[src/rtl/uidbufr_interconnect.sv]
// Four-client round-robin arbiter for the shared FDMA read channel: grants whole
// bursts, forwards the winner's address/size, and steers read data back to it.
module uidbufr_interconnect #(
  parameter int AXI_DATA_WIDTH = 32,
  parameter int AXI_ADDR_WIDTH = 21
) (
  input  logic                      ui_clk,
  input  logic                      ui_rst,
  input  logic [AXI_ADDR_WIDTH-1:0] fdma_raddr_1,
  input  logic                      fdma_rareq_1,
  input  logic [15:0]               fdma_rsize_1,
  output logic                      fdma_rbusy_1,
  output logic [AXI_DATA_WIDTH-1:0] fdma_rdata_1,
  output logic                      fdma_rvalid_1,
  input  logic [AXI_ADDR_WIDTH-1:0] fdma_raddr_2,
  input  logic                      fdma_rareq_2,
  input  logic [15:0]               fdma_rsize_2,
  output logic                      fdma_rbusy_2,
  output logic [AXI_DATA_WIDTH-1:0] fdma_rdata_2,
  output logic                      fdma_rvalid_2,
  input  logic [AXI_ADDR_WIDTH-1:0] fdma_raddr_3,
  input  logic                      fdma_rareq_3,
  input  logic [15:0]               fdma_rsize_3,
  output logic                      fdma_rbusy_3,
  output logic [AXI_DATA_WIDTH-1:0] fdma_rdata_3,
  output logic                      fdma_rvalid_3,
  input  logic [AXI_ADDR_WIDTH-1:0] fdma_raddr_4,
  input  logic                      fdma_rareq_4,
  input  logic [15:0]               fdma_rsize_4,
  output logic                      fdma_rbusy_4,
  output logic [AXI_DATA_WIDTH-1:0] fdma_rdata_4,
  output logic                      fdma_rvalid_4,
  output logic [AXI_ADDR_WIDTH-1:0] fdma_raddr,
  output logic                      fdma_rareq,
  output logic [15:0]               fdma_rsize,
  input  logic                      fdma_rbusy,
  input  logic [AXI_DATA_WIDTH-1:0] fdma_rdata,
  input  logic                      fdma_rvalid
);
  typedef enum logic [1:0] {IDLE, REQ, DATA} state_t;

  state_t                    state_q, state_d;
  logic [1:0]                sel_q, sel_d;
  logic [1:0]                last_q, last_d;
  logic [AXI_ADDR_WIDTH-1:0] raddr_q, raddr_d;
  logic [15:0]               rsize_q, rsize_d;
  logic                      rareq_q, rareq_d;
  logic [3:0]                busy_q, busy_d;

  logic [3:0]                req;
  logic [AXI_ADDR_WIDTH-1:0] addr_arr [4];
  logic [15:0]               size_arr [4];
  logic                      found;
  logic [1:0]                win;
  logic [1:0]                cand;

  assign req         = {fdma_rareq_4, fdma_rareq_3, fdma_rareq_2, fdma_rareq_1};
  assign addr_arr[0] = fdma_raddr_1;
  assign addr_arr[1] = fdma_raddr_2;
  assign addr_arr[2] = fdma_raddr_3;
  assign addr_arr[3] = fdma_raddr_4;
  assign size_arr[0] = fdma_rsize_1;
  assign size_arr[1] = fdma_rsize_2;
  assign size_arr[2] = fdma_rsize_3;
  assign size_arr[3] = fdma_rsize_4;

  // Scan starts just after the last winner; the last winner itself is checked last.
  always_comb begin
    found = 1'b0;
    win   = last_q;
    cand  = last_q;
    for (int i = 1; i <= 4; i++) begin
      cand = last_q + 2'(i);
      if (!found && req[cand]) begin
        found = 1'b1;
        win   = cand;
      end
    end
  end

  always_comb begin
    state_d = state_q;
    sel_d   = sel_q;
    last_d  = last_q;
    raddr_d = raddr_q;
    rsize_d = rsize_q;
    rareq_d = rareq_q;
    busy_d  = busy_q;
    case (state_q)
      IDLE: begin
        if (found) begin
          state_d = REQ;
          sel_d   = win;
          last_d  = win;
          raddr_d = addr_arr[win];
          rsize_d = size_arr[win];
          rareq_d = 1'b1;
          busy_d  = 4'b0001 << win;
        end
      end
      REQ: begin
        if (fdma_rbusy) begin
          state_d = DATA;
          rareq_d = 1'b0;
        end
      end
      DATA: begin
        if (!fdma_rbusy) begin
          state_d = IDLE;
          busy_d  = 4'b0000;
        end
      end
      default: begin
        state_d = IDLE;
        rareq_d = 1'b0;
        busy_d  = 4'b0000;
      end
    endcase
  end

  always_ff @(posedge ui_clk or posedge ui_rst) begin
    if (ui_rst) begin
      state_q <= IDLE;
      sel_q   <= 2'd0;
      last_q  <= 2'd3;
      raddr_q <= '0;
      rsize_q <= '0;
      rareq_q <= 1'b0;
      busy_q  <= 4'b0000;
    end else begin
      state_q <= state_d;
      sel_q   <= sel_d;
      last_q  <= last_d;
      raddr_q <= raddr_d;
      rsize_q <= rsize_d;
      rareq_q <= rareq_d;
      busy_q  <= busy_d;
    end
  end

  assign fdma_raddr   = raddr_q;
  assign fdma_rsize   = rsize_q;
  assign fdma_rareq   = rareq_q;
  assign fdma_rbusy_1 = busy_q[0];
  assign fdma_rbusy_2 = busy_q[1];
  assign fdma_rbusy_3 = busy_q[2];
  assign fdma_rbusy_4 = busy_q[3];

  // Return path follows the registered selection in every state, with no added latency.
  assign fdma_rvalid_1 = (sel_q == 2'd0) && fdma_rvalid;
  assign fdma_rvalid_2 = (sel_q == 2'd1) && fdma_rvalid;
  assign fdma_rvalid_3 = (sel_q == 2'd2) && fdma_rvalid;
  assign fdma_rvalid_4 = (sel_q == 2'd3) && fdma_rvalid;
  assign fdma_rdata_1  = (sel_q == 2'd0) ? fdma_rdata : '0;
  assign fdma_rdata_2  = (sel_q == 2'd1) ? fdma_rdata : '0;
  assign fdma_rdata_3  = (sel_q == 2'd2) ? fdma_rdata : '0;
  assign fdma_rdata_4  = (sel_q == 2'd3) ? fdma_rdata : '0;
endmodule

[config.mk]
export PLATFORM = sky130hd
export DESIGN_NAME = uidbufr_interconnect
export DESIGN_NICKNAME = d
export VERILOG_FILES = /design/src/rtl/uidbufr_interconnect.sv
export SDC_FILE = /design/constraint.sdc
export NUM_CORES = 1
export LEC_CHECK = 0
export ABC_AREA = 0
export CORE_AREA = 2 2 142 144
export DETAILED_ROUTE_END_ITERATION = 8
export DIE_AREA = 0 0 144 146
export GPL_TIMING_DRIVEN = 0
export PLACE_DENSITY_LB_ADDON = 0.08
export SYNTH_ARGS = -nofsm -noshare
export SYNTH_HDL_FRONTEND = slang
export SYNTH_SLANG_ARGS = --single-unit
[constraint.sdc]
create_clock -name ui_clk -period 3.8 [get_ports ui_clk]
set_clock_uncertainty 0.05 [all_clocks]
set_input_delay 0.76 -clock ui_clk [delete_from_list [all_inputs] [get_ports ui_clk]]
set_output_delay 0.76 -clock ui_clk [all_outputs]
set_load 0.05 [all_outputs]
==> results <==
critical path, cell delays in order, from the launching register on:
cell,delay [ps]
dfrtp_1,320
clkbuf_1,320
nor2b_1,380
clkbuf_1,380
and2_1,200
clkdlybuf4s50_1,840
worst max-delay path by stage:
| stage | from | end | slack [ps] | cells after the start |
|---|---|---|---|---|
| after floorplan | sel_q[1] | fdma_rdata_3[10] | 1530 | 4 |
| after global placement | sel_q[1] | fdma_rdata_3[13] | 530 | 5 |
| after detailed placement | sel_q[1] | fdma_rdata_3[13] | 510 | 5 |
| after CTS | sel_q[1] | fdma_rdata_3[13] | 190 | 5 |
| after global routing | sel_q[0] | fdma_rdata_2[21] | 60 | 5 |
| final | sel_q[0] | fdma_rdata_2[21] | 250 | 5 |
registers in the layout, indices dropped and copies added (netlist names):
| name | count |
|---|---|
| sel_q | 2 |
| state_q | 2 |
| fdma_raddr | 21 |
| fdma_rareq | 1 |
| fdma_rsize | 16 |
| last_q | 2 |
| busy_q | 4 |
layer usage:
metal,vias up,wire length (um)
li1,2197,-
met1,2045,7180
met2,209,9780
met3,19,1320
met4,0,361
met5,-,0
stage by stage:
stage / setup slack, ps / instances
CTS: 185 / 1050
finish: 245 / 1050
global placement: 534 / 1041
detailed placement: 512 / 1042
floorplan: 1530 / 415
global route: 61.2 / 1050
what timing repair did:
item,4_1_cts,5_1_grt
buffers inserted,0,0
hold buffers,0,0
resized for setup,0,1
endpoints found under the setup margin,0,3
endpoints found under the hold margin,0,0
power breakdown:
group          switching [uW]  leakage (uW)  internal, uW
sequential                154      0.000589           779
combinational            3550       0.00264          1920
clock                     218     0.0000944           380
placed cells by master (no fill, tap or decap), drive strengths merged:
cell and instances:
inv 2, buf 17, nand3b 1, a31oi 1, mux2i 74, or3 1, nor4 1, nor3b 1
clkdlybuf4s50 361, a32o 1, nor2b 3, dfstp 2, o21ai 4, xor2 1, nor2 5, nor4b 1
o31a 1, o211ai 1, dfrtp 46, a21o 1, bufinv 2, nor3 3, a22o 1, a211oi 1
o221ai 36, nand2b 4, nand2 47, and3 33, clkbuf 29, and2 100, a21oi 4
cell families after synthesis:
| family | count (synthesis) | share of synthesized area |
|---|---|---|
| DFF | 48 | 0.324 |
| AOI/OAI and AO/OA | 51 | 0.111 |
| muxes | 74 | 0.200 |
| xor gates and xnor gates | 1 | 0.00236 |
| and+or+nand+nor | 200 | 0.305 |
| buffers and inverters | 41 | 0.0577 |
final cells by class:
cell class	count	area [um^2]	share of cell area
tap	265	332	0.0421
clock buffer	5	125	0.0159
buffer	40	210	0.0267
timing repair buffer	362	3630	0.462
clock inverter	3	68.8	0.00874
multi-input combinational	326	2300	0.292
inverter	1	3.75	0.000477
sequential	48	1200	0.153
==> qor.csv <==
stage;metric;value;unit
die;Vert. Die Dim;146;um
cts;Max Root-Sink Buffers;2;
critical_path;crit start category;register;
cells_and_area;share of layout cells above drive strength 1;0.0382;
critical_path;worst-path maximum fanout;10;
grt;vias in the first global route;4622;
logic_synthesis;mapped cell area;0.00371;mm^2
hold_path;Hold Path End;fdma_rsize[12];
grt;largest net degree at the start of global routing;32;
grt;grt peak-use layer;met2;
power;PD cells;889;mW/mm^2
die;Initial Util;0.192;
critical_path;crit path kind;register to output pin;
power;Pwr Total;7000;uW
cells_and_area;Final Util;0.407;
critical_path;R2R setup slack;1450;ps
critical_path;CP endpoint kind;output pin;
drt;Routed wire per std cell;17.8;um
drt;antenna-violating nets left;0;
cts;CTS buffer count;5;
logic_synthesis;cells after synthesis;415;
sta;setup violators final;0;
place;IO Port Bufs;361;
logic_synthesis;ys async rst share;1.00;
job;max_cap viols;0;
critical_path;reg2reg end;fdma_raddr[20];
logic_synthesis;Syn. warnings;0;
cells_and_area;final instance area;0.00787;mm^2
cts;CTS tree;yes;
die;IO Pins;362;
sta;final hold violations;0;
grt;grt total ovfl;0;
status;outcome;finished, final reports clean;
die;width of the die;144;um
cells_and_area;NumNets Final;972;
cells_and_area;# fillers;1974;
grt;Total GRT Usage;0.171;
drt;Initial DRC Count;115;
power;Max VDD drop;0.234;mV
place;detailed placement HPWL;15600;um
sta;post-layout minimum cycle time;3550;ps
grt;met3 GRT Util;0.0388;
place;GP Congestion;0.778;
hold_path;worst hold path depth;2;
grt;first-pass GRT wire length;27700;um
die;site row count;51;
die;CORE AREA;0.0193;mm^2
drt;DR DRC count;0;
hold_path;startpoint of the worst hold path;fdma_rsize[12];
sta;Final Max Tran Viols;0;
cts;H-Tree Depth;2;
logic_synthesis;share of the synthesized area in the top cell type;0.310;
logic_synthesis;Area contributors post-synth;dfrtp_1 (31%), mux2i_1 (20%), and2_1 (17%);
critical_path;CP arrival;2740;ps
logic_synthesis;Synth top cells by count;and2_1 (100), mux2i_1 (74), nand2_1 (47), dfrtp_1 (46), o221ai_1 (36);
sta;Rel. slew slack;0.600;
critical_path;worst path required time;2990;ps
logic_synthesis;Synth area leader;dfrtp_1;
drt;routed via count;4470;
drt;routed wire length;18600;um
cts;Root Driver;clkbuf_16;
logic_synthesis;register area share after synthesis;0.324;
logic_synthesis;Synth Register Bits;48;
logic_synthesis;most frequent cell after synthesis;and2_1;
cells_and_area;# diodes;0;
place;dpl cell area;0.00768;mm^2
cells_and_area;Layout area overhead;112;%
drt;first-pass detailed-route iteration total;4;
cts;CTS Sinks;48;
logic_synthesis;Post-synth EDFFs;0;
grt;antenna violations before repair;0;
logic_synthesis;Avg Inst Size Synth;8.94;um^2
cts;clk_lat worst skew;290;ps
logic_synthesis;Net Count, Synth;603;
critical_path;Worst Reg2Reg Path Length in Cells;9;
sta;RSZ-0062 raised after global routing;no;
sta;Setup TNS Final;0;ps
grt;met1 Track Usage GR;0.196;
die;Die Area;0.0210;mm^2
sta;Worst Max-Slew Pin Slew;598;ps
cts;clock transition at the registers of the reported paths;70;ps
logic_synthesis;Post-synth top flop;dfrtp_1;
critical_path;Worst R2R Start;last_q[1];
sta;Fin Hold WS;437;ps
hold_path;HP Class;register to register;
sta;Final period util;0.935;
grt;met2 Use GR;0.317;
sta;Max Fclk;281;MHz
power;Pleak;0.00333;uW
logic_synthesis;Yosys cell types;34;
drt;drt via density;4.26;
Power figures use the tool's default switching activity.
